==> src/rtl/g16_tgt_pkg.sv <==
// g16_tgt_pkg: shared types and constants for the g16 burst target.
//   g16_tgt_state_e : target burst state (IDLE / WBURST / RBURST)
//   G16_ADR_W       : bus address width; bit G16_WR_BIT selects write
//   G16_DATA_W      : data beat width
//   sat_inc16       : saturating 16-bit increment for the beat counters
package g16_tgt_pkg;
    localparam int G16_ADR_W  = 48;
    localparam int G16_DATA_W = 16;
    localparam int G16_WR_BIT = 47;

    typedef enum logic [1:0] {
        IDLE   = 2'd0,
        WBURST = 2'd1,
        RBURST = 2'd2
    } g16_tgt_state_e;

    function automatic logic [15:0] sat_inc16(input logic [15:0] v);
        return (v == 16'hFFFF) ? v : v + 16'd1;
    endfunction
endpackage

==> src/rtl/g16_tgt_mem.sv <==
// g16_tgt_mem: DEPTH x 16-bit storage for the g16 target window.
//   clk          : clock, rising edge
//   we/waddr/wdata : synchronous write port
//   raddr/rdata  : synchronous read port, rdata registered one cycle after raddr
// Contents are not reset. The target never reads and writes the same word in
// one cycle, so collision behaviour is left undefined.
module g16_tgt_mem
    import g16_tgt_pkg::*;
#(
    parameter int DEPTH = 256,
    parameter int AW    = $clog2(DEPTH)
) (
    input  logic                  clk,
    input  logic                  we,
    input  logic [AW-1:0]         waddr,
    input  logic [G16_DATA_W-1:0] wdata,
    input  logic [AW-1:0]         raddr,
    output logic [G16_DATA_W-1:0] rdata
);
    logic [G16_DATA_W-1:0] mem [DEPTH];

    always_ff @(posedge clk) begin
        if (we) mem[waddr] <= wdata;
        rdata <= mem[raddr];
    end
endmodule

==> src/rtl/g16_target.sv <==
// g16_target: burst responder for one target port of the g16 arbiter.
// Serves a DEPTH x 16-bit window starting at word address BASE_ADDR.
//   sysClk, rst          : clock, async active-high reset
//   Adr                  : [47]=write, [46:0]=word address (address phase only)
//   dbus_in              : write data, one word per beat
//   tarActive, Clast     : transaction envelope and final-beat marker
//   dataOut              : read data, zero when no valid read beat
//   hit, busy, err       : window decode, burst in progress, sticky error
//   err_clr              : synchronous clear of err (a new error wins)
//   wr_beats, rd_beats   : in-window beat counters
// Optional feature: define G16_TGT_STATS_EN to build the saturating beat
// counters; otherwise wr_beats/rd_beats are tied to zero.
module g16_target
    import g16_tgt_pkg::*;
#(
    parameter logic [46:0] BASE_ADDR = 47'h0,
    parameter int          DEPTH     = 256
) (
    input  logic                  sysClk,
    input  logic                  rst,
    input  logic [G16_ADR_W-1:0]  Adr,
    input  logic [G16_DATA_W-1:0] dbus_in,
    input  logic                  tarActive,
    input  logic                  Clast,
    input  logic                  err_clr,
    output logic [G16_DATA_W-1:0] dataOut,
    output logic                  hit,
    output logic                  busy,
    output logic                  err,
    output logic [15:0]           wr_beats,
    output logic [15:0]           rd_beats
);
    localparam int          AW      = $clog2(DEPTH);
    localparam logic [46:0] DEPTH_W = 47'(DEPTH);

    g16_tgt_state_e state, state_nxt;

    // ptr carries one extra bit so "past the top" is representable;
    // it saturates at DEPTH instead of wrapping to word 0.
    logic [AW:0]           ptr;
    logic                  hit_q, err_q;
    logic [46:0]           off;
    logic                  adr_hit, addr_ph, beat, abort, ptr_ok;
    logic                  err_set, we, rd_ok;
    logic [AW-1:0]         raddr;
    logic [G16_DATA_W-1:0] rdata;

    assign off     = Adr[46:0] - BASE_ADDR;
    // Below-base addresses wrap to a huge offset; the >= guard keeps them out.
    assign adr_hit = (Adr[46:0] >= BASE_ADDR) && (off < DEPTH_W);
    assign addr_ph = (state == IDLE) && tarActive;
    assign beat    = (state != IDLE) && tarActive;
    assign abort   = (state != IDLE) && !tarActive;
    assign ptr_ok  = !ptr[AW];
    assign err_set = abort || (beat && hit_q && !ptr_ok);
    assign we      = (state == WBURST) && beat && hit_q && ptr_ok;
    assign rd_ok   = (state == RBURST) && beat && hit_q && ptr_ok;

    // Prefetch: the address phase fetches word off so it is registered for
    // beat 0; each read beat fetches the following word.
    assign raddr = (state == IDLE) ? off[AW-1:0] : ptr[AW-1:0] + AW'(1);

    g16_tgt_mem #(.DEPTH(DEPTH), .AW(AW)) u_mem (
        .clk   (sysClk),
        .we    (we),
        .waddr (ptr[AW-1:0]),
        .wdata (dbus_in),
        .raddr (raddr),
        .rdata (rdata)
    );

    always_ff @(posedge sysClk or posedge rst) begin
        if (rst) state <= IDLE;
        else     state <= state_nxt;
    end

    always_comb begin
        state_nxt = state;
        busy      = (state != IDLE);
        dataOut   = '0;
        if (rd_ok) dataOut = rdata;
        unique case (state)
            IDLE:           if (tarActive) state_nxt = Adr[G16_WR_BIT] ? WBURST : RBURST;
            WBURST, RBURST: if (!tarActive || Clast) state_nxt = IDLE;
            default:        state_nxt = IDLE;
        endcase
    end

    always_ff @(posedge sysClk or posedge rst) begin
        if (rst) begin
            ptr   <= '0;
            hit_q <= 1'b0;
            err_q <= 1'b0;
        end else begin
            if (addr_ph) begin
                ptr   <= off[AW:0];
                hit_q <= adr_hit;
            end else if (beat && ptr_ok) begin
                ptr <= ptr + (AW+1)'(1);
            end
            err_q <= err_set | (err_q & ~err_clr);
        end
    end

    assign hit = hit_q;
    assign err = err_q;

`ifdef G16_TGT_STATS_EN
    logic [15:0] wr_cnt, rd_cnt;

    always_ff @(posedge sysClk or posedge rst) begin
        if (rst) begin
            wr_cnt <= '0;
            rd_cnt <= '0;
        end else begin
            if (we)    wr_cnt <= sat_inc16(wr_cnt);
            if (rd_ok) rd_cnt <= sat_inc16(rd_cnt);
        end
    end

    assign wr_beats = wr_cnt;
    assign rd_beats = rd_cnt;
`else
    assign wr_beats = 16'h0000;
    assign rd_beats = 16'h0000;
`endif
endmodule

==> config.mk <==
export PLATFORM = sky130hd
export DESIGN_NAME = g16_target
export DESIGN_NICKNAME = d
export VERILOG_FILES = /design/src/rtl/g16_tgt_pkg.sv /design/src/rtl/g16_tgt_mem.sv /design/src/rtl/g16_target.sv
export SDC_FILE = /design/constraint.sdc
export NUM_CORES = 2
export LEC_CHECK = 0
export BUFFER_PORTS_ARGS = -buffer_cell sky130_fd_sc_hd__buf_4
export CORE_UTILIZATION = 25
export DETAILED_ROUTE_END_ITERATION = 7
export PLACE_DENSITY = 0.52
export SYNTH_ARGS = -nofsm -noshare
export SYNTH_HDL_FRONTEND = slang
export SYNTH_SLANG_ARGS = --single-unit
==> constraint.sdc <==
create_clock -name sysClk -period 3.4 [get_ports sysClk]
set_clock_uncertainty 0.05 [all_clocks]
set_input_delay 0.68 -clock sysClk [delete_from_list [all_inputs] [get_ports sysClk]]
set_output_delay 0.68 -clock sysClk [all_outputs]
set_load 0.02 [all_outputs]
==> flow_summary_export.csv <==
group,metric,value,unit
critical_path,worstSetupPathType,"reg -> reg",
die,core-area,0.638,sq mm
timing,fmax,235,MHz
synth,synth_top_area_share,76.7,%
place,portBuffers,87,
pwr,swShare,36.9,%
die,rows,293,
hold_path,hold_path.class,"in -> reg",
pwr,seq_power_share,30.1,%
critical_path,cpMostUsedCell,"buf_6",
timing,slew_viol_final,0,
pwr,ir_drop,0.623,mV
timing,rsz0062_at_grt,"true",
run,drv_cap,0,
cts,clk_path_buf_depth,4,
global_route,track_usage,15.9,%
synth,synthTopCellsByArea,"edfxtp_1, mux4_2, nand2_1, mux2i_1, nand3_1",
critical_path,crit_chain,"buf_6 > ha_4 > xor2_4 > o21a_4 > buf_6 > buf_8 > buf_12 > buf_12 > buf_6 > mux2i_1 > a32oi_2 > a31oi_2 > nor4_4 > nand4_1 > a21oi_2 > buf_6 > nor3b_2",
pwr,power.leakage,66.4,nW
global_route,grt_pass1_wl,734000,um
cts,cts_root_buf,"clkbuf_16",
critical_path,endpoint_kind,"flop",
timing,setup_viol,32,
synth,synth-main-ff-cell,"edfxtp_1",
layout,final_nets,10200,
synth,ys_warn_count,0,
cts,clkSinkCount,4125,
layout,num-fill-cells,61200,
layout,drive_above_1_share,31.7,%
synth,synthesis.area,0.160,sq mm
synth,yosysMostFrequentCell,"edfxtp_1",
global_route,gr-total-overflow,0,
place,post-dp-hpwl,347000,um
critical_path,crit_arrival,5.14,ns
critical_path,slowest_stage,"nand4_1",
synth,synth-seq-area-share,77.1,%
timing,slew_headroom,24.5,%
global_route,antenna_found_initial,38,
cts,htree_levels,5,
cts,cts_tree,"built",
place,gp_congestion,0.857,
die,initial_core_util,25.1,%
pwr,p_sw,0.0692,W
critical_path,critPathRequiredTime,4.29,ns
cts,insertion_delay,1.00,ns
route,wl_per_cell,28.2,um
timing,finalCritPeriodShare,125,%
route,first_iter_violations,11800,
global_route,grt_start_max_net_pins,117,
route,drtAntennaViolNets,0,
critical_path,max_stage_delay,0.61,ns
synth,yosysTopAreaCell,"edfxtp_1",
run_status,violations,"setup timing",
synth,synth_common_cells,"edfxtp_1, nand2_1, mux4_2",
pwr,power.density,921,mW/mm^2
synth,ys_ff_latch,4125,
pwr,p_total,0.187,W
place,pre_cts_slack,-1.74,ns
timing,final.setup.worst_slack,-0.851,ns
global_route,grt_pass1_vias,89000,
critical_path,path_buf_inv,7,
synth,synth_cells,8570,
die,die_h,803,um
pwr,p_clk_share,24.9,%
layout,seq_area,0.124,sq mm
die,die_x,803,um
layout,multi_input_area,0.0362,sq mm
timing,fin_crit,4.25,ns
synth,synth_edf_count,4096,
route,drc,0,
critical_path,critical_path.top_delay_family,"simple AND/OR/NAND/NOR gates",
pwr,p_int,0.118,W
synth,synth_cell_type_count,81,
synth,ys_async_sr_fraction,0.315,%
timing,worst_pin_slew,1.12,ns
layout,areaGrowthSynthToFinish,26.9,%
critical_path,crit_path_max_fanout,5,
die,dieArea,0.645,sq mm
critical_path,start_kind,"flop",
synth,avgSynthCellArea,18.7,sq um
cts,numCtsBuffers,429,
timing,hold_viol_final,0,
route,drt-pass1-iter-count,6,
die,io_pins,120,
route,drt-total-wl,534000,um
pwr,power_frac_comb,45.0,%
cts,clkSlewWorstSetupHoldPaths,0.06,ns
route,vias,91200,
route,via_per_inst,4.82,
run_status,run_status,"finished, violations left",
## what timing repair did
item	in CTS	in global routing
hold buffers	16	0
hold endpoints to repair	87	0
pin swaps	95	109
cloned	24	5
resized for setup	476	229
setup buffers	105	76
setup endpoints to repair	1190	310
## final cells by class
cell class,instances,share of cell area [%]
Antenna cell,8,0.00983
Clock buffer,542,5.53
Clock inverter,246,1.26
Inverter,14,0.0277
Multi-Input combinational cell,3927,17.8
Sequential cell,4125,60.7
Tap cell,8407,5.17
Timing Repair Buffer,1664,9.51
## logic make-up after synthesis
kind of cell / count (synthesis) / share of synthesized area, %
flip-flops: 4125 / 77.1
AND/OR/NAND/NOR: 2055 / 5.50
multiplexers: 1046 / 11.6
AO/OA/AOI/OAI: 783 / 3.50
buffers and inverters: 549 / 2.23
adder cells (fa/ha/maj): 8 / 0.0624
XOR/XNOR: 3 / 0.0211
other: 1 / 0.00234
## final timing paths
| kind | depth (start not counted) | startpoint | endpoint | slack (ns) |
|---|---|---|---|---|
| worst min-delay path | 1 | dbus_in[0] | u_mem.mem[124][0] | 0.08 |
| worst min register to register | 2 | err | err | 0.53 |
| worst max-delay path | 17 | ptr[0] | u_mem.rdata[9] | -0.85 |
| max in group asynchronous | 3 | rst | ptr[4] | 2.32 |
| worst max register to register | 17 | ptr[0] | u_mem.rdata[9] | -0.85 |
| min in group asynchronous | 3 | rst | hit | 0.39 |
## stage by stage
stage | setup TNS (ns) | hold WS, ns | area (sq um) | utilization [%] | std cells
finish | -11.21 | 0.0823 | 204000 | 31.9 | 18900
global route | -12.96 | 0.0376 | 204000 | 31.9 | 18900
CTS | -12.19 | 0.00423 | 202000 | 31.7 | 18900
detailed placement | -86.64 | 0.535 | 184000 | 28.9 | 18000
global placement | -113.68 | 0.518 | 184000 | 28.8 | 18000
floorplan | -67.31 | 0.425 | 161000 | - | 8601
## power groups by stage
stage	Sequential, W	Clock [W]	Combinational (W)
floorplan	0.0572	0	0.0353
global placement	0.0574	0	0.0727
detailed placement	0.0574	0	0.0726
CTS	0.0564	0.0474	0.0806
global route	0.0564	0.0492	0.0871
finish	0.0564	0.0466	0.0844
## cells in the final DEF (no fill, tap or decap), drive strengths merged, types with 13 or more instances in the layout
cell type	instances
and2	21
bufinv	37
clkbuf	547
nand4	24
nand3	349
buf	1626
a32oi	145
a211oi	31
dlygate4sd3	16
and3	29
nor2b	24
edfxtp	4096
conb	32
o221ai	65
bufbuf	17
nor4	73
dfxtp	16
o22ai	144
nor3	80
o21ai	56
dfrtp	13
clkinvlp	16
inv	29
nor2	304
clkinv	178
mux2i	400
nand2	1129
a21oi	67
a31oi	168
mux4	643
a41oi	16
## flip-flops by register name (all words and copies together), names as in the netlist
| name | count |
|---|---|
| ptr | 9 |
| u_mem.rdata | 16 |
| hit | 1 |
| u_mem.mem | 4096 |
| err | 1 |
| state | 2 |
## per-layer routing
layer | global-route usage [%] | up-vias | wire length (um)
met4 | 5.04 | 4 | 20700
met1 | 22.6 | 48400 | 229000
li1 | - | 37900 | -
met3 | 2.56 | 730 | 43000
met5 | 0 | - | 23
met2 | 24.9 | 4149 | 242000
No activity file was read; power rests on OpenSTA's default activity.
